==> config.mk <==
export PLATFORM = sky130hd
export DESIGN_NAME = mode_scheduler
export DESIGN_NICKNAME = d
export VERILOG_FILES = /design/src/rtl/mode_scheduler.sv
export SDC_FILE = /design/constraint.sdc
export NUM_CORES = 1
export LEC_CHECK = 0
export CAP_MARGIN = 15
export CORE_MARGIN = 2
export CORE_UTILIZATION = 31
export CTS_BUF_LIST = sky130_fd_sc_hd__clkbuf_4 sky130_fd_sc_hd__clkbuf_8 sky130_fd_sc_hd__clkbuf_16
export CTS_CLUSTER_SIZE = 16
export DETAILED_ROUTE_END_ITERATION = 8
export PLACE_DENSITY = 0.54
export SLEW_MARGIN = 15
export SYNTH_ARGS = -nofsm -noshare
export SYNTH_HDL_FRONTEND = slang
export SYNTH_SLANG_ARGS = --single-unit
==> constraint.sdc <==
create_clock -name clk -period 5.5 [get_ports clk]
set_input_delay 1.375 -clock clk [delete_from_list [all_inputs] [get_ports clk]]
set_output_delay 1.375 -clock clk [all_outputs]
set_load 0.05 [all_outputs]
==> src/rtl/mode_scheduler.sv <==
// Mode/LED scheduler: debounced buttons, auto dwell cycling,
// and a timed blanking window on every mode change.
module mode_scheduler #(
  parameter int DEBOUNCE_CYCLES = 500000,
  parameter int DWELL_CYCLES    = 50000000,
  parameter int BLANK_CYCLES    = 1000,
  parameter int LED_COUNT       = 8
) (
  input  logic       clk,
  input  logic       rst_n,
  input  logic       btn_mode,
  input  logic       btn_led,
  input  logic       auto_en,
  output logic [3:0] mode_select,
  output logic [3:0] led_select,
  output logic       blank,
  output logic       mode_changed
);

  localparam int DB_W = $clog2(DEBOUNCE_CYCLES + 1);
  localparam int DW_W = $clog2(DWELL_CYCLES + 1);
  localparam int BL_W = $clog2(BLANK_CYCLES + 1);

  localparam logic [DB_W-1:0] DB_MAX  = DB_W'(DEBOUNCE_CYCLES - 1);
  localparam logic [DW_W-1:0] DW_MAX  = DW_W'(DWELL_CYCLES - 1);
  localparam logic [BL_W-1:0] BL_LOAD = BL_W'(BLANK_CYCLES - 1);
  localparam logic [3:0]      LED_MAX = 4'(LED_COUNT - 1);

  typedef enum logic {
    RUN   = 1'b0,
    BLANK = 1'b1
  } state_t;

  // bit 0 = mode button, bit 1 = LED button
  logic [1:0]      btn;
  logic [1:0]      sync1;
  logic [1:0]      sync2;
  logic [1:0]      deb;
  logic [1:0]      press;
  logic [DB_W-1:0] dcnt [2];

  state_t          state;
  state_t          state_nx;
  logic [DW_W-1:0] dwell;
  logic [BL_W-1:0] bcnt;
  logic            dwell_exp;
  logic            mode_req;
  logic            advance;

  assign btn = {btn_led, btn_mode};

  // Two-flop synchronizers for the asynchronous buttons
  always_ff @(posedge clk or negedge rst_n) begin
    if (!rst_n) begin
      sync1 <= '0;
      sync2 <= '0;
    end else begin
      sync1 <= btn;
      sync2 <= sync1;
    end
  end

  // Debounce: accept a new level after enough consecutive samples
  always_ff @(posedge clk or negedge rst_n) begin
    if (!rst_n) begin
      deb     <= '0;
      press   <= '0;
      dcnt[0] <= '0;
      dcnt[1] <= '0;
    end else begin
      for (int i = 0; i < 2; i++) begin
        press[i] <= 1'b0;
        if (sync2[i] == deb[i]) begin
          dcnt[i] <= '0;
        end else if (dcnt[i] == DB_MAX) begin
          deb[i]   <= sync2[i];
          dcnt[i]  <= '0;
          press[i] <= sync2[i];
        end else begin
          dcnt[i] <= dcnt[i] + 1'b1;
        end
      end
    end
  end

  assign dwell_exp = auto_en && (dwell == DW_MAX);
  assign mode_req  = press[0] || dwell_exp;

  // State register
  always_ff @(posedge clk or negedge rst_n) begin
    if (!rst_n) state <= RUN;
    else        state <= state_nx;
  end

  // Next-state logic
  always_comb begin
    state_nx = state;
    unique case (state)
      RUN:   if (mode_req) state_nx = BLANK;
      BLANK: if (bcnt == '0) state_nx = RUN;
      default: state_nx = RUN;
    endcase
  end

  // State-decoded outputs
  always_comb begin
    blank   = (state == BLANK);
    advance = (state == RUN) && mode_req;
  end

  // Mode, blank timer and dwell timer datapath
  always_ff @(posedge clk or negedge rst_n) begin
    if (!rst_n) begin
      mode_select  <= '0;
      mode_changed <= 1'b0;
      bcnt         <= '0;
      dwell        <= '0;
    end else begin
      mode_changed <= advance;
      if (advance) begin
        mode_select <= {2'b00, mode_select[1:0] + 2'd1};
      end
      if (advance) begin
        bcnt <= BL_LOAD;
      end else if (blank && bcnt != '0) begin
        bcnt <= bcnt - 1'b1;
      end
      if (advance || !auto_en) begin
        dwell <= '0;
      end else if (state == RUN) begin
        dwell <= dwell + 1'b1;
      end
    end
  end

  // LED index steps on every LED press, independent of blanking
  always_ff @(posedge clk or negedge rst_n) begin
    if (!rst_n) begin
      led_select <= '0;
    end else if (press[1]) begin
      led_select <= (led_select == LED_MAX) ? 4'd0 : led_select + 4'd1;
    end
  end

endmodule

==> flow_summary.html, run 1 <==
<table>
<tr><th>Metric</th><th>Value</th></tr>
<tr><th colspan="2">Run status</th></tr>
<tr><td>Status</td><td>finished clean</td></tr>
<tr><th colspan="2">Placed design</th></tr>
<tr><td>Final estimated routing congestion in global placement</td><td>0.799</td></tr>
<tr><td>Port buffer count</td><td>12</td></tr>
<tr><td>Placed standard-cell area</td><td>4710 sq um</td></tr>
<tr><td>Placed wire-length estimate after detailed placement</td><td>around 5.5 mm</td></tr>
<tr><th colspan="2">Power and ir drop</th></tr>
<tr><td>Max IR drop VDD</td><td>145 uV</td></tr>
<tr><td>Lkg Pwr</td><td>2.12 nW</td></tr>
<tr><td>Total design power</td><td>~1.4 mW</td></tr>
<tr><td>Power per standard cell area</td><td>around 270 nW/um^2</td></tr>
<tr><th colspan="2">Die</th></tr>
<tr><td>X dimension of the die</td><td>123 um</td></tr>
<tr><td>Starting density of the core</td><td>31.8%</td></tr>
<tr><td>Die outline area</td><td>15200 sq um</td></tr>
<tr><td>Die Y-Extent</td><td>123 um</td></tr>
<tr><td>Top Ports</td><td>15</td></tr>
<tr><td>Core Region</td><td>13900 sq um</td></tr>
<tr><td>Site row count</td><td>43</td></tr>
<tr><th colspan="2">CTS</th></tr>
<tr><td>Clock slew at the register clock pins of the worst setup and hold paths</td><td>about 0.06 ns</td></tr>
<tr><td>Clk Latency, worst-skew pair</td><td>0.33 ns</td></tr>
<tr><td>Longest Clk Path Bufs</td><td>2</td></tr>
<tr><td>Setup repair bufs after CTS</td><td>0</td></tr>
<tr><td>CTS tree</td><td>built</td></tr>
<tr><td>H-tree depth</td><td>3</td></tr>
<tr><td>Clock buffer count from CTS</td><td>9</td></tr>
<tr><td>CTS sink cnt</td><td>90</td></tr>
<tr><td>Number of hold buffers added after CTS</td><td>0</td></tr>
<tr><td>Number of instances resized during post-cts repair</td><td>0</td></tr>
<tr><td>CTS root buffer</td><td>sky130_fd_sc_hd__clkbuf_16</td></tr>
<tr><th colspan="2">STA</th></tr>
<tr><td>Post-Route Hold Slack</td><td>0.349 ns</td></tr>
<tr><td>Post-route clock period utilization</td><td>59.8%</td></tr>
<tr><td>Setup skew after layout</td><td>0.00580 ns</td></tr>
<tr><td>RSZ-0062 raised after global routing</td><td>no</td></tr>
<tr><td>Final setup vio count</td><td>0</td></tr>
<tr><td>Worst-Margin Slew</td><td>between 0.7 and 0.8 ns</td></tr>
<tr><td>Max Transition Viols Final</td><td>0</td></tr>
<tr><td>Max-slew headroom</td><td>between 50% and 60%</td></tr>
<tr><td>Time the worst path needs with I/O delays and setup</td><td>approximately 3.3 ns</td></tr>
<tr><td>Timing-limited maximum frequency</td><td>304 MHz</td></tr>
<tr><td>Setup Total Neg Slack</td><td>0 ns</td></tr>
<tr><td>Number of hold violations in the final report</td><td>0</td></tr>
<tr><th colspan="2">Global route</th></tr>
<tr><td>Number of antenna violations at the first check in global routing</td><td>0</td></tr>
<tr><td>Via count of the first global-routing pass</td><td>between 3k and 4k</td></tr>
<tr><td>Largest net degree at the start of global routing</td><td>56</td></tr>
<tr><td>Wire length of the first global-routing pass</td><td>between 10 and 15 mm</td></tr>
<tr><td>Aggregate global routing overflow</td><td>0</td></tr>
<tr><td>Global Route Usage Sum</td><td>12.2%</td></tr>
<tr><th colspan="2">Logic synthesis</th></tr>
<tr><td>Area of the mapped netlist</td><td>4420 sq um</td></tr>
<tr><td>FFs w/ async S/R, synth</td><td>between 90% and 100%</td></tr>
<tr><td>Mapped Cells</td><td>433</td></tr>
<tr><td>Biggest area consumer among synthesized cells</td><td>sky130_fd_sc_hd__dfrtp_1</td></tr>
<tr><td>Avg Cell Area, Syn</td><td>10.2 sq um</td></tr>
<tr><td>Fraction of the yosys area taken by sequential cells</td><td>51.0%</td></tr>
<tr><td>Biggest area contributors in the synthesized netlist</td><td>sky130_fd_sc_hd__dfrtp_1 51%, sky130_fd_sc_hd__xor2_1 7.1%, sky130_fd_sc_hd__nor2_1 6.5%, sky130_fd_sc_hd__xnor2_1 5.9%, sky130_fd_sc_hd__nand4_1 3.3%</td></tr>
<tr><td>Ys Warns</td><td>0</td></tr>
<tr><td>Unique cell type count in the Yosys netlist</td><td>51</td></tr>
<tr><td>Share of the synthesized area in the top cell type</td><td>51.0%</td></tr>
<tr><td>Most used flip-flop cell after synthesis</td><td>sky130_fd_sc_hd__dfrtp_1</td></tr>
<tr><td>Flops &amp; latches, synth</td><td>90</td></tr>
<tr><td>Post-synth EDFFs</td><td>0</td></tr>
<tr><th colspan="2">Finish</th></tr>
<tr><td>Number of antenna repair diodes</td><td>0</td></tr>
<tr><td>Share of final-layout standard cells stronger than drive strength 1</td><td>just over 8%</td></tr>
<tr><td>Most frequent cells in the layout</td><td>90 x sky130_fd_sc_hd__dfrtp_1, 77 x sky130_fd_sc_hd__nor2_1, 36 x sky130_fd_sc_hd__xor2_1</td></tr>
<tr><td>Synthesis-to-layout area growth</td><td>13.8%</td></tr>
<tr><td>Most common cell after layout, fill and taps aside</td><td>sky130_fd_sc_hd__dfrtp_1</td></tr>
<tr><td>Total Nets Final</td><td>between 400 and 500</td></tr>
<tr><td>Summed area of non-filler cells in the final layout</td><td>5030 sq um</td></tr>
<tr><th colspan="2">Min path</th></tr>
<tr><td>Hold Crit Class</td><td>register to register</td></tr>
<tr><td>Worst hold path startpoint</td><td>sync1[1]</td></tr>
<tr><td>Endpoint of the worst hold-timing path</td><td>sync2[1]</td></tr>
<tr><td>Hold Path Stages</td><td>0</td></tr>
<tr><th colspan="2">Worst setup path</th></tr>
<tr><td>Type of destination of the critical path</td><td>output port</td></tr>
<tr><td>FF-to-FF End</td><td>bcnt[9]</td></tr>
<tr><td>WS Path Type</td><td>register to output port</td></tr>
<tr><td>Delay of the slowest cell on the worst path</td><td>0.90 ns</td></tr>
<tr><td>Required time reported for the critical path endpoint</td><td>4.12 ns</td></tr>
<tr><td>Kind of start point of the critical path</td><td>register</td></tr>
<tr><td>Reg-to-reg startpoint</td><td>blank</td></tr>
<tr><td>Crit-path leading delay family</td><td>buffers and inverters</td></tr>
<tr><td>R2R depth</td><td>5</td></tr>
<tr><td>Critical path data arrival time</td><td>1.91 ns</td></tr>
<tr><td>Reg-to-reg slack, setup</td><td>3.32 ns</td></tr>
<tr><td>Number of buffer and inverter stages on the critical path</td><td>1</td></tr>
<tr><td>Cell chain of the critical path</td><td>clkdlybuf4s50_1</td></tr>
<tr><td>Library cell contributing the largest single delay on the critical path</td><td>sky130_fd_sc_hd__clkdlybuf4s50_1</td></tr>
<tr><td>Maximum net fanout on the critical path</td><td>17</td></tr>
<tr><th colspan="2">Flow run</th></tr>
<tr><td>MaxCap Viol Count</td><td>0</td></tr>
<tr><th colspan="2">Drt</th></tr>
<tr><td>First-iteration detailed-routing DRC count</td><td>208</td></tr>
<tr><td>Remaining antenna violation count after routing</td><td>0</td></tr>
<tr><td>DRC violation count after routing</td><td>0</td></tr>
<tr><td>Average vias per placed instance</td><td>4.81</td></tr>
<tr><td>Overall via count from detail_route</td><td>3047</td></tr>
<tr><td>Number of iterations in the first detailed-routing pass</td><td>4</td></tr>
<tr><td>Routed wire per std cell</td><td>12.9 um</td></tr>
<tr><td>Total wire length</td><td>8.20 mm</td></tr>
</table>
==> area by class of cell <==
cell class	instances	area [sq um]
fillers	1428	8850
flip-flops and latches	90	2250
multi-input cells	320	2050
clock buffers	13	274
well taps	180	225
repair buffers	13	125
inverters	14	52.6
clock inverters	3	46.3
==> power by group <==
part	internal (mW)	leakage, nW	switching (mW)
Clock	0.395	0.155	0.251
Sequential	0.667	1.20	0.00430
Combinational	0.00724	0.762	0.0271
==> worst max path at each step <==
stage,startpoint,endpoint,slack (ns),depth (start not counted)
after global routing,blank,blank,2.11,1
after global placement,auto_en,dwell[18],2.20,6
after floorplan,auto_en,dwell[18],2.87,5
final,blank,blank,2.21,1
after detailed placement,auto_en,dwell[18],2.18,6
after CTS,blank,blank,2.20,1
==> cells in the mapped netlist, types with 2 or more instances <==
| master | instances |
|---|---|
| sky130_fd_sc_hd__a21oi_1 | 2 |
| sky130_fd_sc_hd__and3_1 | 12 |
| sky130_fd_sc_hd__and4_1 | 5 |
| sky130_fd_sc_hd__buf_2 | 2 |
| sky130_fd_sc_hd__buf_4 | 2 |
| sky130_fd_sc_hd__buf_6 | 2 |
| sky130_fd_sc_hd__clkbuf_1 | 4 |
| sky130_fd_sc_hd__dfrtp_1 | 90 |
| sky130_fd_sc_hd__ha_1 | 6 |
| sky130_fd_sc_hd__inv_1 | 14 |
| sky130_fd_sc_hd__mux2_2 | 3 |
| sky130_fd_sc_hd__mux2i_1 | 2 |
| sky130_fd_sc_hd__nand2_1 | 30 |
| sky130_fd_sc_hd__nand3_1 | 23 |
| sky130_fd_sc_hd__nand4_1 | 23 |
| sky130_fd_sc_hd__nand4b_1 | 3 |
| sky130_fd_sc_hd__nor2_1 | 77 |
| sky130_fd_sc_hd__nor2b_1 | 3 |
| sky130_fd_sc_hd__nor3_1 | 16 |
| sky130_fd_sc_hd__nor3b_1 | 2 |
| sky130_fd_sc_hd__nor4_1 | 7 |
| sky130_fd_sc_hd__nor4_4 | 2 |
| sky130_fd_sc_hd__o211ai_1 | 2 |
| sky130_fd_sc_hd__o21a_1 | 2 |
| sky130_fd_sc_hd__o21ai_0 | 4 |
| sky130_fd_sc_hd__o22ai_1 | 2 |
| sky130_fd_sc_hd__o31ai_1 | 2 |
| sky130_fd_sc_hd__or2_2 | 2 |
| sky130_fd_sc_hd__or4_1 | 2 |
| sky130_fd_sc_hd__or4_4 | 2 |
| sky130_fd_sc_hd__xnor2_1 | 30 |
| sky130_fd_sc_hd__xor2_1 | 36 |
==> through the flow <==
stage / util, % / setup slack (ns) / instances
6_report: 36.2 / 2.21 / 633
5_1_grt: 36.2 / 2.11 / 633
4_1_cts: 36.2 / 2.20 / 633
3_5_place_dp: 33.9 / 2.18 / 617
3_3_place_gp: 33.9 / 2.20 / 617
2_1_floorplan: - / 2.87 / 434
==> kinds of logic (layout without fill, tap and decap cells) <==
family,Yosys count,in the layout,share of synthesized area [%]
DFF,90,90,51.0
xor gates and xnor gates,66,66,13.1
muxes,5,5,1.22
buffers and inverters,24,43,2.61
AOI/OAI and AO/OA,19,19,3.06
adders and majority gates,6,6,1.70
and+or+nand+nor,222,222,27.3
other,1,2,0.0849
==> per-layer routing <==
| layer | global-route usage [%] | part of all wire, % |
|---|---|---|
| met3 | 3.09 | 2.5 |
| met4 | 3.91 | 1.3 |
| met2 | 18.6 | 45 |
| met5 | 0 | 0 |
| met1 | 16.8 | 51 |
==> sequential cells by signal (all words and copies together) (netlist names) <==
signal and count:
led_select 4, deb 2, sync1 2, dcnt 38, press 2, mode_changed 1, mode_select 2, sync2 2
blank 1, bcnt 10, dwell 26
No activity file was read; power rests on OpenSTA's default activity.
==> run 2, diff against run 1 <==
--- a/config.mk
+++ b/config.mk
@@ -11,7 +11,7 @@
 export CTS_BUF_LIST = sky130_fd_sc_hd__clkbuf_4 sky130_fd_sc_hd__clkbuf_8 sky130_fd_sc_hd__clkbuf_16
 export CTS_CLUSTER_SIZE = 16
 export DETAILED_ROUTE_END_ITERATION = 8
-export PLACE_DENSITY = 0.54
+export PLACE_DENSITY = 0.56
 export SLEW_MARGIN = 15
 export SYNTH_ARGS = -nofsm -noshare
 export SYNTH_HDL_FRONTEND = slang
==> constraint.sdc (replaced) <==
create_clock -name clk -period 2.9 [get_ports clk]
set_input_delay 0.725 -clock clk [delete_from_list [all_inputs] [get_ports clk]]
set_output_delay 0.725 -clock clk [all_outputs]
set_load 0.05 [all_outputs]
==> run 2 against run 1 <==
Effect of this change: sequential share of layout area shrank 0.25 points; first-iteration DRC count grew 7.2%; cell count grew 0.47%; combinational power grew 94%; critical path type unchanged; final area grew 0.57%; setup slack lost 1.8 ns; worst hold slack lost 0.0018 ns; sequential power grew 89%; via count grew 1.4%; clock power grew 98%; register-to-register slack lost 2.5 ns; critical path depth is the same.
==> flow_summary.html, run 2 (synthesized netlist as in run 1, its figures left out) <==
<table>
<tr><th>Metric</th><th>Value</th></tr>
<tr><th colspan="2">Run status</th></tr>
<tr><td>Status</td><td>finished clean</td></tr>
<tr><th colspan="2">CTS</th></tr>
<tr><td>Number of hold buffers added after CTS</td><td>0</td></tr>
<tr><td>CTS root buffer</td><td>sky130_fd_sc_hd__clkbuf_16</td></tr>
<tr><td>H-tree depth</td><td>3</td></tr>
<tr><td>CTS tree</td><td>built</td></tr>
<tr><td>Longest Clk Path Bufs</td><td>2</td></tr>
<tr><td>Clock slew at the register clock pins of the worst setup and hold paths</td><td>0.07 ns</td></tr>
<tr><td>Clock buffer count from CTS</td><td>9</td></tr>
<tr><td>Setup repair bufs after CTS</td><td>0</td></tr>
<tr><td>CTS sink cnt</td><td>90</td></tr>
<tr><td>Clk Latency, worst-skew pair</td><td>roughly 0.34 ns</td></tr>
<tr><td>Number of instances resized during post-cts repair</td><td>0</td></tr>
<tr><th colspan="2">STA</th></tr>
<tr><td>Max-slew headroom</td><td>48.2%</td></tr>
<tr><td>Time the worst path needs with I/O delays and setup</td><td>2.47 ns</td></tr>
<tr><td>Setup skew after layout</td><td>0.0101 ns</td></tr>
<tr><td>RSZ-0062 raised after global routing</td><td>no</td></tr>
<tr><td>Max Transition Viols Final</td><td>0</td></tr>
<tr><td>Worst-Margin Slew</td><td>0.777 ns</td></tr>
<tr><td>Post-route clock period utilization</td><td>85.1%</td></tr>
<tr><td>Number of hold violations in the final report</td><td>0</td></tr>
<tr><td>Final setup vio count</td><td>0</td></tr>
<tr><td>Setup Total Neg Slack</td><td>0 ns</td></tr>
<tr><td>Timing-limited maximum frequency</td><td>just over 400 MHz</td></tr>
<tr><td>Setup WS post-layout</td><td>around 0.43 ns</td></tr>
<tr><th colspan="2">Worst setup path</th></tr>
<tr><td>Maximum net fanout on the critical path</td><td>11</td></tr>
<tr><td>Type of destination of the critical path</td><td>output port</td></tr>
<tr><td>Library cell contributing the largest single delay on the critical path</td><td>sky130_fd_sc_hd__clkdlybuf4s50_1</td></tr>
<tr><td>Critical path data arrival time</td><td>1.74 ns</td></tr>
<tr><td>Crit-path leading delay family</td><td>buffers and inverters</td></tr>
<tr><td>Number of buffer and inverter stages on the critical path</td><td>1</td></tr>
<tr><td>Reg-to-reg startpoint</td><td>dwell[8]</td></tr>
<tr><td>Required time reported for the critical path endpoint</td><td>2.17 ns</td></tr>
<tr><td>Kind of start point of the critical path</td><td>register</td></tr>
<tr><td>Cell chain of the critical path</td><td>clkdlybuf4s50_1</td></tr>
<tr><td>Critical Path Start</td><td>blank</td></tr>
<tr><td>WS Path Type</td><td>register to output port</td></tr>
<tr><td>Delay of the slowest cell on the worst path</td><td>~0.87 ns</td></tr>
<tr><th colspan="2">Drt</th></tr>
<tr><td>First-iteration detailed-routing DRC count</td><td>223</td></tr>
<tr><td>Remaining antenna violation count after routing</td><td>0</td></tr>
<tr><td>Number of iterations in the first detailed-routing pass</td><td>4</td></tr>
<tr><td>Average vias per placed instance</td><td>between 4 and 5</td></tr>
<tr><td>DRC violation count after routing</td><td>0</td></tr>
<tr><td>Overall via count from detail_route</td><td>~3k</td></tr>
<tr><td>Met1 wire length</td><td>slightly above 4 mm</td></tr>
<tr><td>Total wire length</td><td>~8.2 mm</td></tr>
<tr><td>Metal2 WL</td><td>3.72 mm</td></tr>
<tr><td>Top Layer Used</td><td>met4</td></tr>
<tr><td>Routed wire per std cell</td><td>roughly 13 um</td></tr>
<tr><td>Wire length on met3</td><td>296 um</td></tr>
<tr><th colspan="2">Finish</th></tr>
<tr><td>Most frequent cells in the layout</td><td>90 x sky130_fd_sc_hd__dfrtp_1, 77 x sky130_fd_sc_hd__nor2_1, 36 x sky130_fd_sc_hd__xor2_1</td></tr>
<tr><td>Synthesis-to-layout area growth</td><td>14.5%</td></tr>
<tr><td>Register ranked first by flip-flop count</td><td>dcnt</td></tr>
<tr><td>Share of final-layout standard cells stronger than drive strength 1</td><td>8.77%</td></tr>
<tr><td>Number of antenna repair diodes</td><td>0</td></tr>
<tr><td>Top flop regs</td><td>dcnt (38), dwell (26), bcnt (10)</td></tr>
<tr><td>Total Nets Final</td><td>462</td></tr>
<tr><td>Most common cell after layout, fill and taps aside</td><td>sky130_fd_sc_hd__dfrtp_1</td></tr>
<tr><td>Max FFs per register</td><td>38</td></tr>
<tr><th colspan="2">Die</th></tr>
<tr><td>Top Ports</td><td>15</td></tr>
<tr><td>Site row count</td><td>43</td></tr>
<tr><td>Die Y-Extent</td><td>~120 um</td></tr>
<tr><td>Starting density of the core</td><td>a little under a third</td></tr>
<tr><td>Die outline area</td><td>about 15000 sq um</td></tr>
<tr><td>X dimension of the die</td><td>between 100 and 150 um</td></tr>
<tr><td>Core Region</td><td>13900 sq um</td></tr>
<tr><th colspan="2">Global route</th></tr>
<tr><td>Largest net degree at the start of global routing</td><td>58</td></tr>
<tr><td>Aggregate global routing overflow</td><td>0</td></tr>
<tr><td>Number of antenna violations at the first check in global routing</td><td>0</td></tr>
<tr><td>Global Route Usage Sum</td><td>12.1%</td></tr>
<tr><td>Via count of the first global-routing pass</td><td>3070</td></tr>
<tr><td>Wire length of the first global-routing pass</td><td>14.5 mm</td></tr>
<tr><th colspan="2">Placed design</th></tr>
<tr><td>Placed wire-length estimate after detailed placement</td><td>5.36 mm</td></tr>
<tr><td>Worst Setup Slack post-DPL</td><td>~0.4 ns</td></tr>
<tr><td>Port buffer count</td><td>12</td></tr>
<tr><td>Final estimated routing congestion in global placement</td><td>0.793</td></tr>
<tr><th colspan="2">Min path</th></tr>
<tr><td>Hold Crit Class</td><td>register to register</td></tr>
<tr><td>Worst hold path startpoint</td><td>sync1[1]</td></tr>
<tr><th colspan="2">Flow run</th></tr>
<tr><td>MaxCap Viol Count</td><td>0</td></tr>
<tr><th colspan="2">Power and ir drop</th></tr>
<tr><td>Power per standard cell area</td><td>approximately 520 nW/um^2</td></tr>
<tr><td>Max IR drop VDD</td><td>297 uV</td></tr>
<tr><td>Lkg Pwr</td><td>2.14 nW</td></tr>
</table>
## run 2: layout make-up
| cell class | count | area (sq um) |
|---|---|---|
| multi-input combinational | 320 | 2050 |
| fill | 1361 | 8820 |
| timing repair buffer | 16 | 148 |
| inverter | 14 | 52.6 |
| clock buffer | 10 | 239 |
| tap | 180 | 225 |
| clock inverter | 6 | 87.6 |
| sequential | 90 | 2250 |
## run 2: path summary, 6_finish.rpt
check	to	slack, ns	cells after the start
min	sync2[1]	0.35	0
max	blank	0.43	1
max in group asynchronous	dwell[20]	1.69	2
max reg2reg	dwell[22]	0.84	5
min reg2reg	sync2[1]	0.35	0
min in group asynchronous	dwell[21]	0.45	1
## run 2: routing by layer
| metal | global-route usage, % | up-vias |
|---|---|---|
| met4 | 3.84 | 0 |
| li1 | - | 1527 |
| met1 | 16.2 | 1510 |
| met5 | 0 | - |
| met3 | 4.06 | 11 |
| met2 | 18.6 | 43 |
## run 2: metrics by stage
| stage | instances | cell area [sq um] | util (%) | power, mW | hold WS, ns |
|---|---|---|---|---|---|
| 2_1_floorplan | 434 | 4420 | - | 1.33 | 0.331 |
| 3_3_place_gp | 620 | 4730 | 34.1 | 1.36 | 0.334 |
| 3_5_place_dp | 620 | 4730 | 34.1 | 1.37 | 0.336 |
| 4_1_cts | 636 | 5060 | 36.4 | 2.67 | 0.351 |
| 5_1_grt | 636 | 5060 | 36.4 | 2.75 | 0.365 |
| 6_report | 636 | 5060 | 36.4 | 2.62 | 0.347 |
## run 2: power breakdown
group          total [mW]  leakage (nW)  switching [mW]  internal, mW
registers            1.27          1.20         0.00844          1.26
logic              0.0667         0.775          0.0519        0.0147
clock network        1.28         0.163           0.498         0.780
